===== src/rtl/ste_shift_feeder.sv =====
// Upstream feeder for ste_shift_reg: takes words over valid/ready and either shifts
// them out MSB-first or parallel-loads them, then idles for GAP_CYC cycles.
module ste_shift_feeder #(
    parameter int SHIFT_W = 24,
    parameter int GAP_CYC = 2,
    parameter int CNT_W   = 16
) (
    input  logic               clk,
    input  logic               reset_ni,
    input  logic [SHIFT_W-1:0] word_i,
    input  logic               ld_mode_i,
    input  logic               word_valid_i,
    output logic               word_ready_o,
    input  logic               clr_req_i,
    output logic               din_o,
    output logic               shift_en_o,
    output logic               shift_ld_o,
    output logic [SHIFT_W-1:0] din_parallel_o,
    output logic               shift_clr_o,
    output logic               busy_o,
    output logic               word_done_o,
    output logic [CNT_W-1:0]   word_cnt_o,
    output logic [2:0]         state_o
);

    // Handshake: a word transfers on a rising edge where word_valid_i & word_ready_o
    // are both 1. word_ready_o never depends on word_valid_i; a clear request in the
    // same cycle drops ready, so the offered word stays with the producer.

    typedef enum logic [2:0] {
        IDLE  = 3'd0,
        SHIFT = 3'd1,
        LOAD  = 3'd2,
        GAP   = 3'd3,
        CLEAR = 3'd4
    } state_t;

    localparam int BW = (SHIFT_W > 1) ? $clog2(SHIFT_W) : 1;
    localparam int GW = (GAP_CYC > 1) ? $clog2(GAP_CYC) : 1;
    localparam logic [BW-1:0] BIT_TOP = BW'(SHIFT_W - 1);
    localparam logic [GW-1:0] GAP_TOP = GW'((GAP_CYC > 0) ? (GAP_CYC - 1) : 0);

    state_t               state_q, state_d;
    logic [BW-1:0]        bit_q, bit_d;
    logic [GW-1:0]        gap_q, gap_d;
    logic [SHIFT_W-1:0]   word_q, word_d;
    logic                 ready_q;
    logic                 done_d;
    logic                 accept;

    logic                 din_q;
    logic                 shift_en_q;
    logic                 shift_ld_q;
    logic [SHIFT_W-1:0]   par_q;
    logic                 clr_q;
    logic                 busy_q;
    logic                 done_q;
    logic [CNT_W-1:0]     cnt_q;

    assign word_ready_o = ready_q & ~clr_req_i;
    assign accept       = word_valid_i & word_ready_o;

    always_comb begin
        state_d = state_q;
        bit_d   = bit_q;
        gap_d   = gap_q;
        word_d  = word_q;
        done_d  = 1'b0;
        case (state_q)
            IDLE: begin
                if (clr_req_i) begin
                    state_d = CLEAR;
                end else if (accept) begin
                    word_d  = word_i;
                    bit_d   = BIT_TOP;
                    state_d = ld_mode_i ? LOAD : SHIFT;
                end
            end
            SHIFT: begin
                if (clr_req_i) begin
                    state_d = CLEAR;
                end else if (bit_q == '0) begin
                    done_d  = 1'b1;
                    gap_d   = GAP_TOP;
                    state_d = (GAP_CYC > 0) ? GAP : IDLE;
                end else begin
                    bit_d = bit_q - BW'(1);
                end
            end
            LOAD: begin
                if (clr_req_i) begin
                    state_d = CLEAR;
                end else begin
                    done_d  = 1'b1;
                    gap_d   = GAP_TOP;
                    state_d = (GAP_CYC > 0) ? GAP : IDLE;
                end
            end
            GAP: begin
                if (clr_req_i) begin
                    state_d = CLEAR;
                end else if (gap_q == '0) begin
                    state_d = IDLE;
                end else begin
                    gap_d = gap_q - GW'(1);
                end
            end
            CLEAR:   state_d = IDLE;
            default: state_d = IDLE;
        endcase
    end

    // Outputs are registered from the next state so each strobe lines up with the
    // cycle its state is occupied.
    always_ff @(posedge clk or negedge reset_ni) begin
        if (!reset_ni) begin
            state_q    <= IDLE;
            bit_q      <= '0;
            gap_q      <= '0;
            word_q     <= '0;
            ready_q    <= 1'b0;
            din_q      <= 1'b0;
            shift_en_q <= 1'b0;
            shift_ld_q <= 1'b0;
            par_q      <= '0;
            clr_q      <= 1'b0;
            busy_q     <= 1'b0;
            done_q     <= 1'b0;
            cnt_q      <= '0;
        end else begin
            state_q    <= state_d;
            bit_q      <= bit_d;
            gap_q      <= gap_d;
            word_q     <= word_d;
            ready_q    <= (state_d == IDLE);
            din_q      <= (state_d == SHIFT) ? word_d[bit_d] : 1'b0;
            shift_en_q <= (state_d == SHIFT);
            shift_ld_q <= (state_d == LOAD);
            par_q      <= (state_d == LOAD) ? word_d : '0;
            clr_q      <= (state_d == CLEAR);
            busy_q     <= (state_d != IDLE);
            done_q     <= done_d;
            if (done_d) begin
                cnt_q <= cnt_q + CNT_W'(1);
            end
        end
    end

    assign din_o          = din_q;
    assign shift_en_o     = shift_en_q;
    assign shift_ld_o     = shift_ld_q;
    assign din_parallel_o = par_q;
    assign shift_clr_o    = clr_q;
    assign busy_o         = busy_q;
    assign word_done_o    = done_q;
    assign word_cnt_o     = cnt_q;
    assign state_o        = state_q;

    strobe_onehot: assert property (@(posedge clk) disable iff (!reset_ni)
        $onehot0({shift_en_o, shift_ld_o, shift_clr_o}));

endmodule


===== config.mk =====
export PLATFORM = sky130hd
export DESIGN_NAME = ste_shift_feeder
export DESIGN_NICKNAME = d
export VERILOG_FILES = /design/src/rtl/ste_shift_feeder.sv
export SDC_FILE = /design/constraint.sdc
export NUM_CORES = 1
export LEC_CHECK = 0
export ABC_AREA = 1
export CAP_MARGIN = 0
export CORE_UTILIZATION = 45
export DETAILED_ROUTE_END_ITERATION = 10
export PLACE_DENSITY_LB_ADDON = 0.3
export SLEW_MARGIN = 20
export SYNTH_ARGS = -nofsm -noshare
export SYNTH_HDL_FRONTEND = slang
export SYNTH_SLANG_ARGS = --single-unit

===== constraint.sdc =====
create_clock -name clk -period 2 [get_ports clk]
set_input_delay 0.2 -clock clk [delete_from_list [all_inputs] [get_ports clk]]
set_output_delay 0.2 -clock clk [all_outputs]
set_load 0.01 [all_outputs]

==> run_results.csv, run 1 <==
group,metric,value,unit
floorplanning,die_x,90.0,um
finish,final_area,5220,um^2
pwr,leakage,0.00263,uW
pwr,p_seq_frac,0.461,
cts,clockRootBuffer,"clkbuf_8",
logic_synthesis,synth_edf_count,0,
worst_setup_path,critPathLaunchType,"register",
timing,fin_setup_tns,-18.4,ps
logic_synthesis,mappedNetlistArea,3490,um^2
logic_synthesis,netlist_top_cells_area,"dfrtp_1 57%, nand2_1 12%, nand3_1 5.5%",
logic_synthesis,synth_top_area_share,0.574,
route,drcViolationCount,0,
placement,placed_area,4670,um^2
route,routed_via_density,4.86,
cts,clk_latency,360,ps
timing,tightest_slew,409,ps
timing,fin_ws,-18.4,ps
worst_setup_path,cp_max_fo,7,
pwr,power,4050,uW
route,ant_nets,0,
logic_synthesis,synth-seq-cells,80,
global_route,gr-total-overflow,0,
floorplanning,ios,79,
logic_synthesis,yosysWarnings,0,
cts,cts_max_level,3,
logic_synthesis,async_flop_share,1.00,
logic_synthesis,synth_nets,411,
pwr,power.clock.fraction,0.335,
global_route,grt_max_degree,53,
cts,cts_tree,"yes",
logic_synthesis,syn_area_per_cell,9.18,um^2
route,finalWirelength,9.01,mm
timing,final_max_slew_viol_count,0,
pwr,power_frac_comb,0.204,
cts,clock-sinks,80,
placement,hpwl,5.45,mm
status,violations,"negative setup slack",
worst_setup_path,r2r_cells,15,
route,drt_first_pass_iters,4,
run,cap_violations,0,
finish,n_antenna_cell,0,
placement,place_congestion,0.849,
cts,clk_pin_slew_worst_paths,80,ps
global_route,grt_pass1_vias,2998,
timing,finalHoldWorstSlack,313,ps
timing,rsz0062_at_grt,"true",
timing,hold_viol,0,
timing,final.period_utilization,1.01,
placement,dp_cells,587,
cts,numCtsBuffers,9,
worst_setup_path,path_class,"register to register",
floorplanning,die_h,90.0,um
finish,area_delta_synth_final,49.6,%
finish,ff_latch_area,2010,um^2
route,vias,3031,
pwr,swShare,0.268,
timing,setup_viol,1,
global_route,grt_pass1_wl,14.0,mm
finish,drive_above_1_share,0.230,
floorplanning,start_util,0.473,
route,avgRoutedWirePerCell,14.4,um
finish,multiInputGateArea,1330,um^2
timing,layout_min_cycle_time,2020,ps
worst_setup_path,cp-startpoint,"state_o[1]$_DFF_PN0_",
worst_setup_path,required,2240,ps
worst_setup_path,worstReg2RegStart,"state_o[1]$_DFF_PN0_",
logic_synthesis,synth_cell_type_count,32,
timing,finalClockSkew,10.6,ps
logic_synthesis,synth_most_common_cell,"nand2_1",
timing,fmax,495,MHz
worst_setup_path,end_kind,"register",
logic_synthesis,yosysSeqAreaShare,0.574,
logic_synthesis,synthCells,380,
finish,nNetsFinal,551,
worst_setup_path,crit_arrival,2260,ps
status,status,"finished, violations left",
floorplanning,std_cell_rows,31,
pwr,p_int,2970,uW
global_route,antenna_found_initial,0,
pwr,pwr_density_cell,777,nW/um^2
floorplanning,core,7370,um^2
finish,fin_cells,624,
pwr,peakVddDrop,0.000454,V
floorplanning,dieArea,8110,um^2
route,drt_iter0_drc,184,
finish,fill_cells,563,
global_route,grtUsageTotal,0.215,
worst_hold_path,holdCritPathClass,"primary input to async pin",
timing,relSlewSlack,0.725,
logic_synthesis,yosys.area.top_type,"dfrtp_1",
pwr,power.switching,1090,uW
cts,cts_buffer_depth,2,
logic_synthesis,synth.cells.most_frequent,"108 x nand2_1, 80 x dfrtp_1, 41 x inv_1",
logic_synthesis,synthFlopType,"dfrtp_1",
placement,portBuffers,78,
## layout by cell type, fill, tap and decap left out, types with 2 or more instances in the layout
cell type	n
nand2_1	103
dfrtp_1	77
clkdlybuf4s50_1	77
buf_4	50
inv_1	38
nand3_1	37
a21oi_1	20
nor2_1	18
clkbuf_8	11
xor2_1	8
xnor2_1	8
nor2_4	7
nand2_4	6
nand2_2	6
inv_2	5
nand4_1	5
buf_6	5
o21ai_1	4
buf_12	4
clkinv_4	3
nor2_2	3
o21ai_2	3
dfrtp_2	3
nand3_4	2
nor3_1	2
nor3_2	2
o21ai_0	2
bufinv_16	2
clkinv_2	2
clkbuf_16	2
## cell type report
| type | count | share of cell area |
|---|---|---|
| multi-input cells | 244 | 0.255 |
| clock buffers | 11 | 0.0290 |
| clock inverters | 5 | 0.0151 |
| flip-flops and latches | 80 | 0.384 |
| inverters | 46 | 0.0355 |
| repair buffers | 139 | 0.257 |
| well taps | 99 | 0.0237 |
## power by group through the flow
| stage | Sequential, uW | Combinational (uW) | Clock (uW) |
|---|---|---|---|
| after floorplan | 1890 | 341 | 0 |
| after global placement | 1880 | 740 | 0 |
| after detailed placement | 1890 | 759 | 0 |
| after CTS | 1860 | 771 | 1370 |
| after global routing | 1880 | 921 | 1450 |
| final | 1870 | 828 | 1360 |
## cell families (layout without fill, tap and decap cells)
family | Yosys count | count (layout) | synth area share
AO/OA/AOI/OAI | 31 | 31 | 0.0456
XOR/XNOR | 16 | 16 | 0.0402
adder cells (fa/ha/maj) | 2 | 2 | 0.00717
flip-flops | 80 | 80 | 0.574
AND/OR/NAND/NOR | 195 | 195 | 0.265
buffers and inverters | 56 | 201 | 0.0678
## worst max-delay path, stage by stage (launching register included)
cell      delay [ps]
dfrtp_2          460
nor2_4           140
buf_4            130
nand2_4           70
clkinv_4          80
nand3_1          130
nand3_1          140
nand2_2           90
inv_2            130
nand3_1          100
nand3_1          100
nand2_1           60
nand2_1           50
nand2_1           50
nor2_1           130
nor2_1            60
## through the flow
stage          setup slack, ps   util
3_3_place_gp             -44.7  0.634
4_1_cts                   12.8  0.674
3_5_place_dp             -81.9  0.634
6_report                 -18.4  0.708
2_1_floorplan              134      -
5_1_grt                   -126  0.708
## sequential cells by signal (all words and copies together), names as in the netlist
name / flops
din_parallel_o: 24
word_q: 24
word_cnt_o: 16
bit_q: 5
state_o: 3
busy_o: 1
din_o: 1
gap_q: 1
ready_q: 1
shift_clr_o: 1
shift_en_o: 1
shift_ld_o: 1
word_done_o: 1
## final timing paths
kind	to	slack, ps
worst max-delay path	din_o$_DFF_PN0_	-20
worst min-delay path	din_parallel_o[11]$_DFF_PN0_	310
worst max register to register	din_o$_DFF_PN0_	-20
worst min register to register	word_cnt_o[15]$_DFFE_PN0P_	470
max in group asynchronous	state_o[1]$_DFF_PN0_	1060
min in group clk	din_parallel_o[8]$_DFF_PN0_	430
## what timing repair did
action                                  in CTS  in global routing
pin swaps                                    8                 10
gates resized for setup                      7                 26
cloned                                       0                  3
setup buffers                                6                 11
endpoints found under the hold margin       28                  0
endpoints found under the setup margin       2                  9
hold buffers                                 1                  0
## metal layers
layer	global-route usage	share of wire	up-vias
met1	0.281	0.42	1452
met3	0.0457	0.048	12
met2	0.354	0.51	83
met4	0.0806	0.016	0
met5	0	0	-
li1	-	-	1484
Power figures use the tool's default switching activity.
==> run 2: changes to the inputs <==
--- a/config.mk
+++ b/config.mk
@@ -6,8 +6,9 @@
 export NUM_CORES = 1
 export LEC_CHECK = 0
 export ABC_AREA = 1
+export ABC_CLOCK_PERIOD_IN_PS = 2200
 export CAP_MARGIN = 0
-export CORE_UTILIZATION = 45
+export CORE_UTILIZATION = 50
 export DETAILED_ROUTE_END_ITERATION = 10
 export PLACE_DENSITY_LB_ADDON = 0.3
 export SLEW_MARGIN = 20
==> constraint.sdc (replaced) <==
create_clock -name clk -period 2.2 [get_ports clk]
set_input_delay 0.22 -clock clk [delete_from_list [all_inputs] [get_ports clk]]
set_output_delay 0.22 -clock clk [all_outputs]
set_load 0.01 [all_outputs]
==> run_results.csv, run 2 (synthesis gave the netlist of run 1 again) <==
group,metric,value,unit
finish,fill_cells,558,
finish,multiInputGateArea,1260,um^2
floorplanning,ios,79,
worst_setup_path,r2r_cells,14,
timing,layout_min_cycle_time,2020,ps
status,status,"complete, no violations",
global_route,grt_max_degree,49,
timing,finalHoldWorstSlack,368,ps
placement,placed_area,4420,um^2
route,routed.top_layer,"met4",
finish,ff_latch_area,2000,um^2
floorplanning,std_cell_rows,30,
worst_hold_path,holdCritPathClass,"primary input to async pin",
route,met2WireLength,3.67,mm
finish,area_delta_synth_final,33.8,%
finish,fin_util,0.691,
route,finalWirelength,7.43,mm
route,ant_nets,0,
route,avgRoutedWirePerCell,13.3,um
worst_setup_path,end_kind,"register",
worst_setup_path,required,2480,ps
timing,relSlewSlack,0.682,
timing,fin_setup_tns,0,ps
cts,clk_latency,350,ps
placement,dp_slack,79.6,ps
cts,cts_tree,"yes",
pwr,peakVddDrop,0.000434,V
timing,rsz0062_at_grt,"false",
finish,final_cell_mix,"107 x nand2_1, 80 x dfrtp_1, 77 x clkdlybuf4s50_1",
route,drt_first_pass_iters,4,
worst_setup_path,cp_max_fo,5,
timing,finalClockSkew,8.04,ps
floorplanning,start_util,0.516,
route,wl_met3,367,um
route,drcViolationCount,0,
finish,nNetsFinal,505,
timing,final_max_slew_viol_count,0,
cts,numCtsBuffers,9,
global_route,gr-total-overflow,0,
timing,setup_viol,0,
cts,clock-sinks,80,
cts,clk_pin_slew_worst_paths,80,ps
pwr,pwr_density_cell,734,nW/um^2
worst_setup_path,critPathLaunchType,"register",
floorplanning,die_h,85.5,um
pwr,leakage,0.00235,uW
floorplanning,die_x,85.5,um
global_route,antenna_found_initial,0,
worst_setup_path,reg2reg_slack,180,ps
placement,hpwl,5.14,mm
global_route,grt_pass1_vias,2804,
cts,cts_buffer_depth,2,
timing,fmax,494,MHz
timing,fin_ws,177,ps
cts,cts_max_level,3,
worst_setup_path,path_class,"register to register",
run,cap_violations,0,
floorplanning,core,6760,um^2
global_route,grtUsageTotal,0.219,
route,drt_iter0_drc,174,
placement,portBuffers,78,
timing,tightest_slew,472,ps
placement,place_congestion,0.932,
route,routed_via_density,4.98,
route,vias,2782,
finish,final_common_cell,"nand2_1",
route,m1WireLength,3.28,mm
global_route,grt_pass1_wl,12.5,mm
timing,final.period_utilization,0.920,
finish,drive_above_1_share,0.119,
worst_setup_path,crit_arrival,2300,ps
finish,final_area,4670,um^2
floorplanning,dieArea,7310,um^2
finish,n_antenna_cell,0,
cts,clockRootBuffer,"clkbuf_8",
timing,hold_viol,0,
-- run 2: changes by cell type in the layout (fill, tap and decap cells not counted), moves of 3 or more --
cell / previous run / this run
dfrtp_1: 77 / 80
o21ai_2: 3 / 0
buf_6: 5 / 0
buf_4: 50 / 13
nand2_1: 103 / 107
dfrtp_2: 3 / 0
o21ai_1: 4 / 7
-- run 2: report_power, final --
part           internal [uW]  switching (uW)  leakage, uW  total (uW)
logic                    241             322      0.00121         564
clock network            640             532     0.000104        1170
registers               1620            66.4      0.00104        1690
total                   2510             921      0.00235        3430
-- run 2: repair_timing --
action | 4_1_cts | 5_1_grt
gates resized for setup | 0 | 5
endpoints found under the hold margin | 32 | 0
setup endpoints to repair | 0 | 6
hold buffers | 1 | 0
buffers inserted | 0 | 3
-- run 2: final timing paths --
path | from | to
worst max register to register | bit_q[1]$_DFF_PN0_ | word_cnt_o[14]$_DFFE_PN0P_
worst max-delay path | bit_q[1]$_DFF_PN0_ | word_cnt_o[14]$_DFFE_PN0P_
worst min register to register | word_cnt_o[15]$_DFFE_PN0P_ | word_cnt_o[15]$_DFFE_PN0P_
max in group asynchronous | reset_ni | word_done_o$_DFF_PN0_
min in group clk | word_i[15] | din_parallel_o[15]$_DFF_PN0_
worst min-delay path | reset_ni | din_parallel_o[10]$_DFF_PN0_
-- run 2: routing by layer --
layer  global-route usage  up-vias
met5                    0        -
li1                     -     1387
met1                0.275     1289
met3               0.0549       13
met4               0.0909        0
met2                0.364       93
-- run 2: layout make-up --
class / instances / area share
well taps: 80 / 0.0214
multi-input cells: 244 / 0.269
clock buffers: 11 / 0.0281
inverters: 46 / 0.0381
flip-flops and latches: 80 / 0.429
clock inverters: 5 / 0.0174
repair buffers: 93 / 0.197
-- run 2: through the flow --
step | instances | total power (uW)
after floorplan | 380 | 2030
after global placement | 539 | 2260
after detailed placement | 539 | 2280
after CTS | 556 | 3450
after global routing | 559 | 3590
final | 559 | 3430
-- run 2: worst max-delay path, stage by stage, from the launching register on --
cell	delay [ps]
dfrtp_1	360
inv_1	100
ha_1	150
inv_1	70
nor2_2	90
nand2_2	90
inv_2	90
nand3_4	90
nand2_4	130
nand2_4	60
or2_4	250
nor2_4	110
nand3_2	100
nor2_2	110
xor2_1	140
==> run 3: changes to the inputs <==
--- a/config.mk
+++ b/config.mk
@@ -8,7 +8,9 @@
 export ABC_AREA = 1
 export ABC_CLOCK_PERIOD_IN_PS = 2200
 export CAP_MARGIN = 0
-export CORE_UTILIZATION = 50
+export CELL_PAD_IN_SITES_DETAIL_PLACEMENT = 0
+export CELL_PAD_IN_SITES_GLOBAL_PLACEMENT = 1
+export CORE_UTILIZATION = 37
 export DETAILED_ROUTE_END_ITERATION = 10
 export PLACE_DENSITY_LB_ADDON = 0.3
 export SLEW_MARGIN = 20
==> run_results.csv, run 3 (synthesis gave the netlist of run 1 again) <==
group,metric,value,unit
floorplanning,start_util,0.379,
route,drt_first_pass_iters,6,
timing,fmax,493,MHz
pwr,peakVddDrop,0.000304,V
finish,final_area,4740,um^2
worst_setup_path,reg2reg_slack,170,ps
timing,relSlewSlack,0.671,
timing,fin_ws,170,ps
global_route,grt_pass1_vias,2624,
pwr,leakage,0.00236,uW
floorplanning,ios,79,
timing,final_max_slew_viol_count,0,
route,vias,2736,
global_route,grt_pass1_wl,12.9,mm
floorplanning,core,9200,um^2
route,avgRoutedWirePerCell,12.7,um
floorplanning,dieArea,9820,um^2
global_route,antenna_found_initial,0,
finish,n_antenna_cell,0,
floorplanning,std_cell_rows,35,
worst_setup_path,path_class,"register to register",
placement,place_congestion,0.817,
pwr,power,3490,uW
placement,placed_area,4460,um^2
finish,fin_cells,592,
route,ant_nets,0,
worst_setup_path,required,2480,ps
finish,nNetsFinal,507,
finish,final_common_cell,"nand2_1",
worst_setup_path,end_kind,"register",
cts,clock-sinks,80,
finish,final_cell_mix,"107 x nand2_1, 80 x dfrtp_1, 77 x clkdlybuf4s50_1",
global_route,grt_max_degree,40,
run,cap_violations,0,
cts,cts_tree,"yes",
global_route,grtUsageTotal,0.168,
timing,final.period_utilization,0.923,
timing,rsz0062_at_grt,"true",
cts,clk_latency,350,ps
global_route,gr-total-overflow,0,
route,drcViolationCount,0,
placement,dp_slack,27.6,ps
worst_setup_path,worstReg2RegStart,"bit_q[1]$_DFF_PN0_",
route,finalWirelength,7.53,mm
cts,clk_pin_slew_worst_paths,80,ps
timing,setup_viol,0,
cts,clockRootBuffer,"clkbuf_8",
worst_hold_path,holdCritPathClass,"primary input to async pin",
timing,tightest_slew,494,ps
pwr,pwr_density_cell,735,nW/um^2
finish,fill_cells,876,
cts,cts_buffer_depth,2,
placement,portBuffers,78,
placement,hpwl,5.42,mm
timing,hold_viol,0,
finish,area_delta_synth_final,36.0,%
floorplanning,die_x,99.1,um
timing,layout_min_cycle_time,2030,ps
worst_setup_path,crit_arrival,2310,ps
route,drt_iter0_drc,63,
floorplanning,die_h,99.1,um
finish,fin_util,0.516,
route,routed_via_density,4.62,
cts,numCtsBuffers,9,
finish,drive_above_1_share,0.125,
worst_setup_path,cp_max_fo,6,
status,status,"complete, no violations",
worst_setup_path,cp-startpoint,"bit_q[1]$_DFF_PN0_",
timing,finalClockSkew,8.69,ps
cts,cts_max_level,3,
worst_setup_path,critPathLaunchType,"register",
placement,dp_cells,573,
[run 3: cell count changes in the layout (fill, tap and decap cells not counted), sizes merged]
cell and delta:
clkinv -1, buf +2, clkbuf +1
[run 3: metrics by stage]
| step | hold WS [ps] | TNS, ps |
|---|---|---|
| after floorplan | -75.6 | 0 |
| after global placement | 228 | 0 |
| after detailed placement | 227 | 0 |
| after CTS | 387 | 0 |
| after global routing | 409 | -12.8 |
| final | 373 | 0 |
[run 3: final timing paths]
check                      cells past startpoint                      endpoint
max                                           14    word_cnt_o[14]$_DFFE_PN0P_
min                                            2  din_parallel_o[22]$_DFF_PN0_
max reg2reg                                   14    word_cnt_o[14]$_DFFE_PN0P_
min reg2reg                                    1    word_cnt_o[15]$_DFFE_PN0P_
max in group asynchronous                      3     word_cnt_o[5]$_DFFE_PN0P_
min in group clk                               3  din_parallel_o[10]$_DFF_PN0_
[run 3: worst max-delay path: stages, from the launching register on]
cell and delay [ps]:
dfrtp_1 360, inv_1 90, ha_1 160, inv_1 70, nor2_2 110, nand2_2 90, inv_2 90, nand3_4 100
nand2_8 110, nand2_4 60, or2_4 250, nor2_4 150, nand3_4 90, nor2_2 90, xor2_1 140
[run 3: what timing repair did]
item | 4_1_cts | 5_1_grt
endpoints found under the hold margin | 36 | 0
hold buffers | 1 | 0
setup buffers | 0 | 2
gates resized for setup | 0 | 7
endpoints found under the setup margin | 0 | 6
[run 3: area by class of cell]
type / count / area [um^2] / share of cell area
sequential: 80 / 2000 / 0.422
inverter: 46 / 178 / 0.0374
multi-input combinational: 244 / 1270 / 0.268
clock inverter: 4 / 76.3 / 0.0161
timing repair buffer: 95 / 921 / 0.194
tap: 111 / 139 / 0.0293
clock buffer: 12 / 155 / 0.0327
[run 3: per-layer routing]
metal / GRT usage / share of wire / up-vias
met5: 0 / 0 / -
met4: 0.0611 / 0.014 / 0
met3: 0.0422 / 0.041 / 9
met2: 0.262 / 0.47 / 51
met1: 0.230 / 0.48 / 1289
li1: - / - / 1387
[run 3: report_power, final]
part / switching (uW) / internal [uW] / leakage (uW)
registers: 61.5 / 1620 / 0.00104
clock network: 535 / 704 / 0.000113
logic: 321 / 242 / 0.00121
total: 917 / 2570 / 0.00236
